**config.mk**
```make
export PLATFORM = sky130hd
export DESIGN_NAME = pipe_stage_reg_flat
export DESIGN_NICKNAME = d
export VERILOG_FILES = /design/src/rtl/pipe_stage_reg_if.sv /design/src/rtl/pipe_stage_reg.sv /design/src/flat_wrapper.sv
export SDC_FILE = /design/constraint.sdc
export NUM_CORES = 1
export LEC_CHECK = 0
export BUFFER_PORTS_ARGS = -buffer_cell sky130_fd_sc_hd__buf_4
export CAP_MARGIN = 0
export CELL_PAD_IN_SITES_DETAIL_PLACEMENT = 1
export CELL_PAD_IN_SITES_GLOBAL_PLACEMENT = 1
export CORE_ASPECT_RATIO = 0.7
export CORE_MARGIN = 2
export CORE_UTILIZATION = 29
export CTS_CLUSTER_DIAMETER = 40
export CTS_CLUSTER_SIZE = 16
export DETAILED_ROUTE_END_ITERATION = 10
export PLACE_DENSITY_LB_ADDON = 0.2
export SYNTH_ARGS = -nofsm -noshare
export SYNTH_HDL_FRONTEND = slang
export SYNTH_SLANG_ARGS = --single-unit
export TNS_END_PERCENT = 30
```
**constraint.sdc**
```tcl
create_clock -name clk -period 2.06 [get_ports clk]
set_input_delay 0.618 -clock clk [delete_from_list [all_inputs] [get_ports clk]]
set_output_delay 0.618 -clock clk [all_outputs]
set_load 0.05 [all_outputs]
```
**src/rtl/pipe_stage_reg_if.sv**
```systemverilog
// Bundle of the pipeline-register stage: upstream controls/values in, registered copies and
// event/status observability out. clk and rst stay plain ports on the stage itself.
interface pipe_stage_reg_if #(
  parameter int unsigned DATA_W  = 64,
  parameter int unsigned NUM_VAL = 2,
  parameter int unsigned REG_W   = 4,
  parameter int unsigned CNT_W   = 16
);

  logic                        stall;
  logic                        bubble;
  logic [3:0]                  in_stat;
  logic [3:0]                  in_icode;
  logic                        in_cnd;
  logic [NUM_VAL*DATA_W-1:0]   in_val;
  logic [REG_W-1:0]            in_dstE;
  logic [REG_W-1:0]            in_dstM;

  logic [3:0]                  out_stat;
  logic [3:0]                  out_icode;
  logic                        out_cnd;
  logic [NUM_VAL*DATA_W-1:0]   out_val;
  logic [REG_W-1:0]            out_dstE;
  logic [REG_W-1:0]            out_dstM;
  logic                        out_valid;
  logic                        exc_latched;
  logic [CNT_W-1:0]            stall_cnt;
  logic [CNT_W-1:0]            bubble_cnt;
  logic                        conflict;

  modport master (
    output stall, bubble, in_stat, in_icode, in_cnd, in_val, in_dstE, in_dstM,
    input  out_stat, out_icode, out_cnd, out_val, out_dstE, out_dstM, out_valid,
    input  exc_latched, stall_cnt, bubble_cnt, conflict
  );

  modport slave (
    input  stall, bubble, in_stat, in_icode, in_cnd, in_val, in_dstE, in_dstM,
    output out_stat, out_icode, out_cnd, out_val, out_dstE, out_dstM, out_valid,
    output exc_latched, stall_cnt, bubble_cnt, conflict
  );

endinterface

```
**src/rtl/pipe_stage_reg.sv**
```systemverilog
// Pipeline stage register with stall/bubble control, optional freeze on a non-AOK status,
// saturating stall/bubble event counters and a sticky stall+bubble conflict flag.
module pipe_stage_reg #(
  parameter int unsigned DATA_W     = 64,
  parameter int unsigned NUM_VAL    = 2,
  parameter int unsigned REG_W      = 4,
  parameter int unsigned CNT_W      = 16,
  parameter int unsigned EXC_FREEZE = 1
) (
  input logic             clk,
  input logic             rst,
  pipe_stage_reg_if.slave io_bus
);

  localparam logic [3:0]       STAT_AOK  = 4'h1;
  localparam logic [3:0]       ICODE_NOP = 4'h1;
  localparam logic [REG_W-1:0] RNONE     = '1;
  localparam bit               FreezeEn  = (EXC_FREEZE != 0);

  logic [3:0]       r_stat;
  logic [3:0]       r_icode;
  logic             r_cnd;
  logic [REG_W-1:0] r_dste;
  logic [REG_W-1:0] r_dstm;
  logic             r_valid;
  logic             r_exc;
  logic             r_conflict;
  logic [CNT_W-1:0] r_stall_cnt;
  logic [CNT_W-1:0] r_bubble_cnt;

  logic w_frozen;
  logic w_bubble_evt;
  logic w_stall_evt;
  logic w_load;
  logic w_exc_evt;

  // Freeze outranks bubble and stall; a stall only counts when no bubble overrides it.
  assign w_frozen     = FreezeEn & r_exc;
  assign w_bubble_evt = io_bus.bubble & ~w_frozen;
  assign w_stall_evt  = io_bus.stall & ~io_bus.bubble & ~w_frozen;
  assign w_load       = ~io_bus.stall & ~io_bus.bubble & ~w_frozen;
  assign w_exc_evt    = FreezeEn & w_load & (io_bus.in_stat != STAT_AOK);

  always_ff @(posedge clk) begin
    if (rst) begin
      r_stat       <= STAT_AOK;
      r_icode      <= ICODE_NOP;
      r_cnd        <= 1'b0;
      r_dste       <= RNONE;
      r_dstm       <= RNONE;
      r_valid      <= 1'b0;
      r_exc        <= 1'b0;
      r_conflict   <= 1'b0;
      r_stall_cnt  <= '0;
      r_bubble_cnt <= '0;
    end else begin
      if (w_bubble_evt) begin
        r_stat  <= STAT_AOK;
        r_icode <= ICODE_NOP;
        r_cnd   <= 1'b0;
        r_dste  <= RNONE;
        r_dstm  <= RNONE;
        r_valid <= 1'b0;
        if (!(&r_bubble_cnt)) r_bubble_cnt <= r_bubble_cnt + CNT_W'(1);
        if (io_bus.stall)     r_conflict   <= 1'b1;
      end else if (w_stall_evt) begin
        if (!(&r_stall_cnt)) r_stall_cnt <= r_stall_cnt + CNT_W'(1);
      end else if (w_load) begin
        r_stat  <= io_bus.in_stat;
        r_icode <= io_bus.in_icode;
        r_cnd   <= io_bus.in_cnd;
        r_dste  <= io_bus.in_dstE;
        r_dstm  <= io_bus.in_dstM;
        r_valid <= 1'b1;
      end
      if (w_exc_evt) r_exc <= 1'b1;
    end
  end

  // Value channels are held in independent per-channel registers sharing the same controls.
  for (genvar k = 0; k < NUM_VAL; k++) begin : g_chan
    logic [DATA_W-1:0] r_val;

    always_ff @(posedge clk) begin
      if (rst) begin
        r_val <= '0;
      end else if (w_bubble_evt) begin
        r_val <= '0;
      end else if (w_load) begin
        r_val <= io_bus.in_val[k*DATA_W +: DATA_W];
      end
    end

    assign io_bus.out_val[k*DATA_W +: DATA_W] = r_val;
  end

  assign io_bus.out_stat    = r_stat;
  assign io_bus.out_icode   = r_icode;
  assign io_bus.out_cnd     = r_cnd;
  assign io_bus.out_dstE    = r_dste;
  assign io_bus.out_dstM    = r_dstm;
  assign io_bus.out_valid   = r_valid;
  assign io_bus.exc_latched = w_frozen;
  assign io_bus.conflict    = r_conflict;
  assign io_bus.stall_cnt   = r_stall_cnt;
  assign io_bus.bubble_cnt  = r_bubble_cnt;

endmodule

```
**src/flat_wrapper.sv**
```systemverilog
// flat-port wrapper written by rule: the top's interface ports become plain ports
module pipe_stage_reg_flat 
#(
  parameter int unsigned DATA_W     = 64,
  parameter int unsigned NUM_VAL    = 2,
  parameter int unsigned REG_W      = 4,
  parameter int unsigned CNT_W      = 16,
  parameter int unsigned EXC_FREEZE = 1
)
  (clk, rst, io_bus_stall, io_bus_bubble, io_bus_in_stat, io_bus_in_icode, io_bus_in_cnd, io_bus_in_val, io_bus_in_dstE, io_bus_in_dstM, io_bus_out_stat, io_bus_out_icode, io_bus_out_cnd, io_bus_out_val, io_bus_out_dstE, io_bus_out_dstM, io_bus_out_valid, io_bus_exc_latched, io_bus_stall_cnt, io_bus_bubble_cnt, io_bus_conflict);
  pipe_stage_reg_if #(.DATA_W(DATA_W), .NUM_VAL(NUM_VAL), .REG_W(REG_W), .CNT_W(CNT_W)) io_bus_i ();
  input logic clk;
  input logic rst;
  input wire logic [$bits(io_bus_i.stall)-1:0] io_bus_stall;
  input wire logic [$bits(io_bus_i.bubble)-1:0] io_bus_bubble;
  input wire logic [$bits(io_bus_i.in_stat)-1:0] io_bus_in_stat;
  input wire logic [$bits(io_bus_i.in_icode)-1:0] io_bus_in_icode;
  input wire logic [$bits(io_bus_i.in_cnd)-1:0] io_bus_in_cnd;
  input wire logic [$bits(io_bus_i.in_val)-1:0] io_bus_in_val;
  input wire logic [$bits(io_bus_i.in_dstE)-1:0] io_bus_in_dstE;
  input wire logic [$bits(io_bus_i.in_dstM)-1:0] io_bus_in_dstM;
  output wire logic [$bits(io_bus_i.out_stat)-1:0] io_bus_out_stat;
  output wire logic [$bits(io_bus_i.out_icode)-1:0] io_bus_out_icode;
  output wire logic [$bits(io_bus_i.out_cnd)-1:0] io_bus_out_cnd;
  output wire logic [$bits(io_bus_i.out_val)-1:0] io_bus_out_val;
  output wire logic [$bits(io_bus_i.out_dstE)-1:0] io_bus_out_dstE;
  output wire logic [$bits(io_bus_i.out_dstM)-1:0] io_bus_out_dstM;
  output wire logic [$bits(io_bus_i.out_valid)-1:0] io_bus_out_valid;
  output wire logic [$bits(io_bus_i.exc_latched)-1:0] io_bus_exc_latched;
  output wire logic [$bits(io_bus_i.stall_cnt)-1:0] io_bus_stall_cnt;
  output wire logic [$bits(io_bus_i.bubble_cnt)-1:0] io_bus_bubble_cnt;
  output wire logic [$bits(io_bus_i.conflict)-1:0] io_bus_conflict;
  assign io_bus_i.stall = io_bus_stall;
  assign io_bus_i.bubble = io_bus_bubble;
  assign io_bus_i.in_stat = io_bus_in_stat;
  assign io_bus_i.in_icode = io_bus_in_icode;
  assign io_bus_i.in_cnd = io_bus_in_cnd;
  assign io_bus_i.in_val = io_bus_in_val;
  assign io_bus_i.in_dstE = io_bus_in_dstE;
  assign io_bus_i.in_dstM = io_bus_in_dstM;
  assign io_bus_out_stat = io_bus_i.out_stat;
  assign io_bus_out_icode = io_bus_i.out_icode;
  assign io_bus_out_cnd = io_bus_i.out_cnd;
  assign io_bus_out_val = io_bus_i.out_val;
  assign io_bus_out_dstE = io_bus_i.out_dstE;
  assign io_bus_out_dstM = io_bus_i.out_dstM;
  assign io_bus_out_valid = io_bus_i.out_valid;
  assign io_bus_exc_latched = io_bus_i.exc_latched;
  assign io_bus_stall_cnt = io_bus_i.stall_cnt;
  assign io_bus_bubble_cnt = io_bus_i.bubble_cnt;
  assign io_bus_conflict = io_bus_i.conflict;
  pipe_stage_reg #(.DATA_W(DATA_W), .NUM_VAL(NUM_VAL), .REG_W(REG_W), .CNT_W(CNT_W), .EXC_FREEZE(EXC_FREEZE)) u_core (.clk(clk), .rst(rst), .io_bus(io_bus_i));
endmodule
```
[After elaboration in Yosys (flattened, before gate mapping)]
Cells that the tools add are included.
Word-level totals
  bits in registers: 180
  input bits: 149
  output and inout bits: 180
  logic and storage cells: 35
Operators by class
  $add $sub $neg: 2
  equality and inequality tests: 1
  bitwise gates (word level): 13
  reductions and logical operators: 7
Operator list (number)
  adder 16 x 1 -> 16 bit (second input constant): 2
  AND reduction 16 bit: 2
  NOT 1 bit: 7
  bitwise AND 1 bit: 6
  AND reduction 2 bit: 3
  inequality test 4 x 1 -> 1 bit (second input constant): 1
  AND reduction 3 bit: 1
  OR reduction 2 bit: 1

[Depth between registers and ports, before layout]
Gate-level depths: netlist of run 1.
  word-level depth: 5
  mapped depth: 7
  depth with buffers taken out: 5

[Worst setup path before layout of run 1]
Ideal clock, no wire load.
  path kind: register to register
  start: reg u_core.r_bubble_cnt[0] (netlist: u_core.io_bus.bubble_cnt[0])
  end: reg u_core.r_bubble_cnt[14] (netlist: u_core.io_bus.bubble_cnt[14])
  library setup time: 121 ps
  data arrival time: 2134 ps
  required time: 1939 ps
  path slack: -194 ps
  cell stages (with the launch flop): 6
  buffers on the path: 0
  period minus slack after synthesis: 2254 ps
  cells stage by stage: dfxtp_1 ha_1 nand3_1 or3_1 nor4_1 mux2_2
On the way
  longest elaborated chain between the ends: 3
  elaborated cells between the ends (all ways): 4
  classes of those cells: add/sub (1); bitwise (1); reduce/logical (2)
Ends and longest elaborated chain
  start, declared: RTL line pipe_stage_reg.sv:29  | logic [CNT_W-1:0] r_bubble_cnt;
  start signal, assigned: RTL line pipe_stage_reg.sv:64  | if (!(&r_bubble_cnt)) r_bubble_cnt <= r_bubble_cnt + CNT_W'(1);
  branches (longest 3 deep; another with adder 16 x 1 -> 16 bit)
Parallel ways; which one is timed is not known.
A chain may end at the register's enable or synchronous reset.

[Worst setup path in the final report of run 1]
Same ends and word-level chain as after synthesis.

==> run metrics, run 1 <==
Setup CP Type reg -> reg; post-layout net count 1,314; Initial Utilization 0.296; Avg Cell Area, Syn 7.95 um2; vias in the first global route 6,951; critical path fanouts, max 6; Data arrival, critical path 2.29 ns; CP required 2.38 ns; grt total ovfl 0; CTS tree built; final hold violations 0; Die Y-Extent 131 um; Post-DP HPWL 17,400 um; outcome finished, final reports clean; crit share post-route 0.955; relative slew slack 0.533; Post-Syn Area 0.00673 mm2; die area 0.0245 mm2; Mapped Nets 997; fin. max-slew vios 0; TNS Setup 0 ns; hold_ws 0.388 ns; LEAKAGE 0.00431 uW; slowest CP cell or3_1; Area contributors post-synth dfxtp_1, nand2_1, a21oi_1; clk_lat worst skew 0.43 ns; CTS sink cnt 180; Seq cells post-synth 180; RSZ-0062 raised after global routing false; highest-count cells in the layout ignoring fill and taps buf_4, nand2_1, dfxtp_1; Worst Hold Class in -> reg; Fmax 508 MHz; post-synth cell types 38; initial antenna violation count 0; layout cell share with drive strength beyond 1 0.353; Startpoint Class flop; Power Density 804 mW/mm2; dominant cell type by area after synthesis dfxtp_1; largest net degree at the start of global routing 88; worst-path cell chain ha_1, nand3_2, or3_1, nor4_2, mux2_2; Worst VDD drop 0.545 mV; Root Buffer clkbuf_16; Max Buffers Root-to-Sink 2; 1st-iter DRT viols 235; crit-path max cell delay 0.44 ns; Final min period 1.97 ns; All-Layer GR Usage 0.197; Yosys top cell area share 0.536; Max Cap Violations 0; ANT cells 0; IO Pins 329; Worst-Margin Slew 0.697 ns; DR DRC count 0; commonest non-fill, non-tap cell in the layout buf_4; Die X 186 um; synth warn 0; global-route wire length before repair 37,800 um; Final GP Congestion 0.755; DRT Wirelength 24,100 um; CTS clock-pin slew for the worst setup and hold paths 0.08 ns; routed via count 6,911; core footprint 0.0227 mm2; drt wl/cell 16.2 um; clk_skew 0.00687 ns; cell count after synthesis 846; ANT nets after route 0; H-tree depth 4; TritonCTS Buffers 17; crit path capture type flop; # hold bufs at CTS 0; area grow syn2layout 53.7%; Vias/cell 4.64; sequential-to-total area share from yosys stat 0.536; Rows 46; Final Setup Violations 0; drt first pass iters 4; IO Port Bufs 328
critical path, delay by kind of cell (launching register included):
kind	cells	cell delay (ns)
adder cells (fa/ha/maj)	1	0.20
flip-flops	1	0.37
multiplexers	1	0.37
AND/OR/NAND/NOR	3	0.92
layout make-up:
cell class	count	area, um2
inverter	5	18.8
timing repair buffer	358	2790
fill	2781	12400
clock inverter	14	199
tap	312	390
clock buffer	18	439
multi-input combinational	601	2900
sequential	180	3610
power breakdown:
part / total, uW / switching [uW] / internal (uW)
combinational: 1130 / 697 / 431
clock: 3560 / 1480 / 2080
sequential: 3620 / 52.5 / 3570
total: 8310 / 2230 / 6090
metrics by stage:
stage                     area (um2)  total power, uW  setup WS [ns]  std cells  utilization
after global routing           10300             8660        0.00144       1488        0.455
after floorplan                 6740             4310      -0.000696        846            -
after detailed placement        9690             4850        -0.0550       1456        0.426
final                          10300             8310         0.0924       1488        0.455
after CTS                      10300             8450         0.0119       1488        0.455
after global placement          9690             4830         0.0265       1456        0.426
routing by layer:
layer	up-vias	wire (um)	track usage	part of all wire
met5	-	0	0	0
met3	18	2030	0.0740	0.084
met4	0	295	0.0560	0.012
li1	3453	-	-	-
met1	3254	10200	0.239	0.43
met2	186	11500	0.324	0.48
flip-flops by register name (all words and copies together), names as in the netlist, 4 cells and up:
register	flops
u_core.io_bus.out_dstE	4
u_core.io_bus.out_dstM	4
u_core.io_bus.out_stat	4
u_core.io_bus.stall_cnt	16
u_core.io_bus.out_icode	4
u_core.io_bus.bubble_cnt	16
u_core.g_chan.r_val	128
cell usage after synthesis:
| master | n |
|---|---|
| nand2_1 | 301 |
| dfxtp_1 | 180 |
| a21oi_1 | 164 |
| clkbuf_1 | 47 |
| nand3_1 | 17 |
| nor2_1 | 14 |
| o31ai_1 | 14 |
| or4_1 | 13 |
| nand4_1 | 10 |
| or3_1 | 10 |
| nor2b_1 | 8 |
| mux2_2 | 7 |
| buf_2 | 6 |
| o21ai_0 | 6 |
| buf_1 | 5 |
| inv_1 | 5 |
| nand2b_1 | 4 |
| and2_1 | 3 |
| and4_1 | 3 |
| nor3_1 | 3 |
| nor4_1 | 3 |
| or2_2 | 3 |
| a31oi_1 | 2 |
| and3_1 | 2 |
| ha_1 | 2 |
| o41ai_1 | 2 |
| a211oi_1 | 1 |
| a21boi_0 | 1 |
| and2_0 | 1 |
| buf_4 | 1 |
| clkbuf_2 | 1 |
| mux2i_1 | 1 |
| nand2b_4 | 1 |
| nand3b_1 | 1 |
| nor3b_4 | 1 |
| nor4_2 | 1 |
| or4b_1 | 1 |
| or4b_2 | 1 |
repair_timing:
item	4_1_cts	5_1_grt
setup endpoints to repair	1	2
buffers inserted	0	0
endpoints found under the hold margin	0	0
gates resized for setup	1	1
cloned	0	0
final timing paths:
path / startpoint / endpoint / slack, ns / cells after the start
setup / recovery: u_core.io_bus.bubble_cnt[0]$_SDFFE_PP0P_ / u_core.io_bus.bubble_cnt[14]$_SDFFE_PP0P_ / 0.09 / 5
hold / removal: io_bus_in_dstM[2] / u_core.io_bus.out_dstM[2]$_SDFFE_PP1P_ / 0.39 / 3
setup reg to reg: u_core.io_bus.bubble_cnt[0]$_SDFFE_PP0P_ / u_core.io_bus.bubble_cnt[14]$_SDFFE_PP0P_ / 0.09 / 5
hold reg to reg: u_core.g_chan[0].r_val[45]$_SDFFE_PP0P_ / u_core.g_chan[0].r_val[45]$_SDFFE_PP0P_ / 0.46 / 2
cell families (layout without fill, tap and decap cells):
| logic type | after synthesis | after routing | share of synthesized area |
|---|---|---|---|
| AND/OR/NAND/NOR | 401 | 401 | 0.261 |
| AO/OA/AOI/OAI | 190 | 190 | 0.149 |
| flip-flops | 180 | 180 | 0.536 |
| buffers and inverters | 65 | 395 | 0.0381 |
| multiplexers | 8 | 8 | 0.0132 |
| adder cells (fa/ha/maj) | 2 | 2 | 0.00372 |
Note: power is estimated with default switching activity, not from simulation.
==> inputs of run 2 (changes only) <==
Settings changed: CORE_UTILIZATION 29 to 32, CTS_CLUSTER_SIZE 16 to 20.
Clock period 2.06 ns to 2 ns, I/O delays scaled along.
==> run 2 against run 1 <==
Effect of this change: sequential share of layout area increased by 0.17 points; critical path depth unchanged; via count hardly changed; register-to-register slack better by 0.03 ns; flip-flop and latch count is the same.
==> run metrics, run 2 (same netlist as run 1, synthesis figures left out) <==
outcome finished, final reports clean; drt wl/cell 16.2 um (+0.14%); reg2reg end u_core.io_bus.bubble_cnt[14]$_SDFFE_PP0P_; multi-input logic area 0.00289 mm2 (-0.13%); Max Buffers Root-to-Sink 2 (unchanged); post-layout net count 1,318 (+0.30%); Fmax 534 MHz (+5.0%); DRT Wirelength 23,600 um (-1.9%); Worst Hold Class in -> reg; initial antenna violation count 1 (+1); Final GP Congestion 0.781 (+3.5%); area grow syn2layout 53.3%; H-tree depth 4 (unchanged); fin. max-slew vios 0 (unchanged); final hold violations 0 (unchanged); Rows 44 (-4.3%); Hold EP u_core.io_bus.out_dstE[0]$_SDFFE_PP1P_; All-Layer GR Usage 0.209 (+0.0127); largest net degree at the start of global routing 78 (-11%); clk_lat worst skew 0.43 ns (about the same); reg2reg start u_core.io_bus.bubble_cnt[0]$_SDFFE_PP0P_; Power Density 812 mW/mm2 (+1.1%); max reg flops 128 (unchanged); Initial Utilization 0.325 (+0.0291); Final Non-Filler Cells 1,457 (-2.1%); vias in the first global route 6,899 (-0.75%); 1st-iter DRT viols 375 (+60%); layout cell share with drive strength beyond 1 0.358 (+0.00474); grt total ovfl 0 (unchanged); Setup CP Type reg -> reg; Root Buffer clkbuf_16; die area 0.0222 mm2 (-9.1%); Startpoint Class flop; IO Pins 329 (unchanged); critical path fanouts, max 6 (unchanged); Placed Area 0.00970 mm2 (about the same); RSZ-0062 raised after global routing false; post-CTS resize count 0 (-1); global-route wire length before repair 37,100 um (-1.9%); Post-DP HPWL 16,900 um (-2.6%); ANT nets after route 0 (unchanged); Most flops, register u_core.g_chan.r_val; flop2flop setup slack 0.13 ns (+0.03 ns); CTS sink cnt 180 (unchanged); Data arrival, critical path 2.18 ns (-0.11 ns); IO Port Bufs 328 (unchanged); fill count 2,528 (-9.1%); final worst slack 0.127 ns (+0.0344 ns); Die Y-Extent 125 um (-4.7%); crit share post-route 0.937 (-0.0186); Final Setup Violations 0 (unchanged); Hold Startpoint io_bus_in_dstE[0]; # hold bufs at CTS 0 (unchanged); core footprint 0.0207 mm2 (-8.9%); CTS tree built; Final Cell Area 0.0103 mm2 (-0.28%); CTS clock-pin slew for the worst setup and hold paths 0.07 ns (about the same); highest-count cells in the layout ignoring fill and taps buf_4, nand2_1, dfxtp_1; crit path capture type flop; FF+latch area 0.00362 mm2 (+0.21%); relative slew slack 0.536 (+0.00234); drt first pass iters 6 (+2); origin of the worst setup path u_core.io_bus.bubble_cnt[0]$_SDFFE_PP0P_; Vias/cell 4.74 (+2.1%); Worst-Margin Slew 0.694 ns (-0.00350 ns); post-CTS setup buffers 0 (unchanged); clk_skew 0.0118 ns (+0.00489 ns); Overall Power 8380 uW (+0.81%); Die X 177 um (-4.7%); Reg2Reg Depth 5 (unchanged); Final min period 1.87 ns (-0.0944 ns); CP required 2.31 ns (-0.07 ns); commonest non-fill, non-tap cell in the layout buf_4; LEAKAGE 0.00431 uW (-0.10%); Worst VDD drop 0.512 mV (-6.0%); worst hold stages 3 (unchanged); Max Cap Violations 0 (unchanged); routed via count 6,907 (-0.058%); placed cells 1,424 (-2.2%); TritonCTS Buffers 17 (unchanged); DR DRC count 0 (unchanged); Post-Place Worst Slack -0.0200 ns (+0.0350 ns)
[run 2: worst max path at each step]
stage / end / slack, ns / cells after the start
final: u_core.io_bus.bubble_cnt[14]$_SDFFE_PP0P_ / 0.13 / 5
after global routing: u_core.io_bus.bubble_cnt[10]$_SDFFE_PP0P_ / 0.01 / 6
after CTS: u_core.io_bus.bubble_cnt[14]$_SDFFE_PP0P_ / 0.07 / 5
after detailed placement: u_core.io_bus.bubble_cnt[14]$_SDFFE_PP0P_ / -0.02 / 5
after global placement: u_core.io_bus.bubble_cnt[11]$_SDFFE_PP0P_ / 0.01 / 6
after floorplan: u_core.io_bus.bubble_cnt[14]$_SDFFE_PP0P_ / -0.03 / 5
[run 2: routing by layer]
metal	global-route usage	wire, um	vias to the layer above
met5	0	0	-
met1	0.261	10300	3240
li1	-	-	3464
met3	0.0709	1810	19
met4	0.0598	316	0
met2	0.343	11200	184
[run 2: critical path, cell delays in order, from the launching register on]
cell,delay [ns]
dfxtp_4,0.38
ha_2,0.19
nand3_2,0.10
or3_1,0.40
nor4_1,0.32
mux2_2,0.37
[run 2: metrics by stage]
stage	utilization	hold WS, ns	TNS, ns
floorplan	-	0.595	-0.0544
global placement	0.468	0.442	0
detailed placement	0.468	0.448	-0.0388
CTS	0.498	0.366	0
global route	0.498	0.370	0
finish	0.498	0.382	0
[run 2: cell type report]
| type | instances | share of cell area |
|---|---|---|
| timing repair buffer | 362 | 0.274 |
| tap | 276 | 0.0335 |
| inverter | 5 | 0.00182 |
| multi-input combinational | 601 | 0.281 |
| sequential | 180 | 0.351 |
| antenna | 1 | 0.000243 |
| clock inverter | 13 | 0.0158 |
| clock buffer | 19 | 0.0429 |
[run 2: where the power goes]
group / total (uW) / internal, uW / switching, uW
Combinational: 1170 / 447 / 721
Sequential: 3730 / 3680 / 53.3
Clock: 3480 / 1920 / 1560
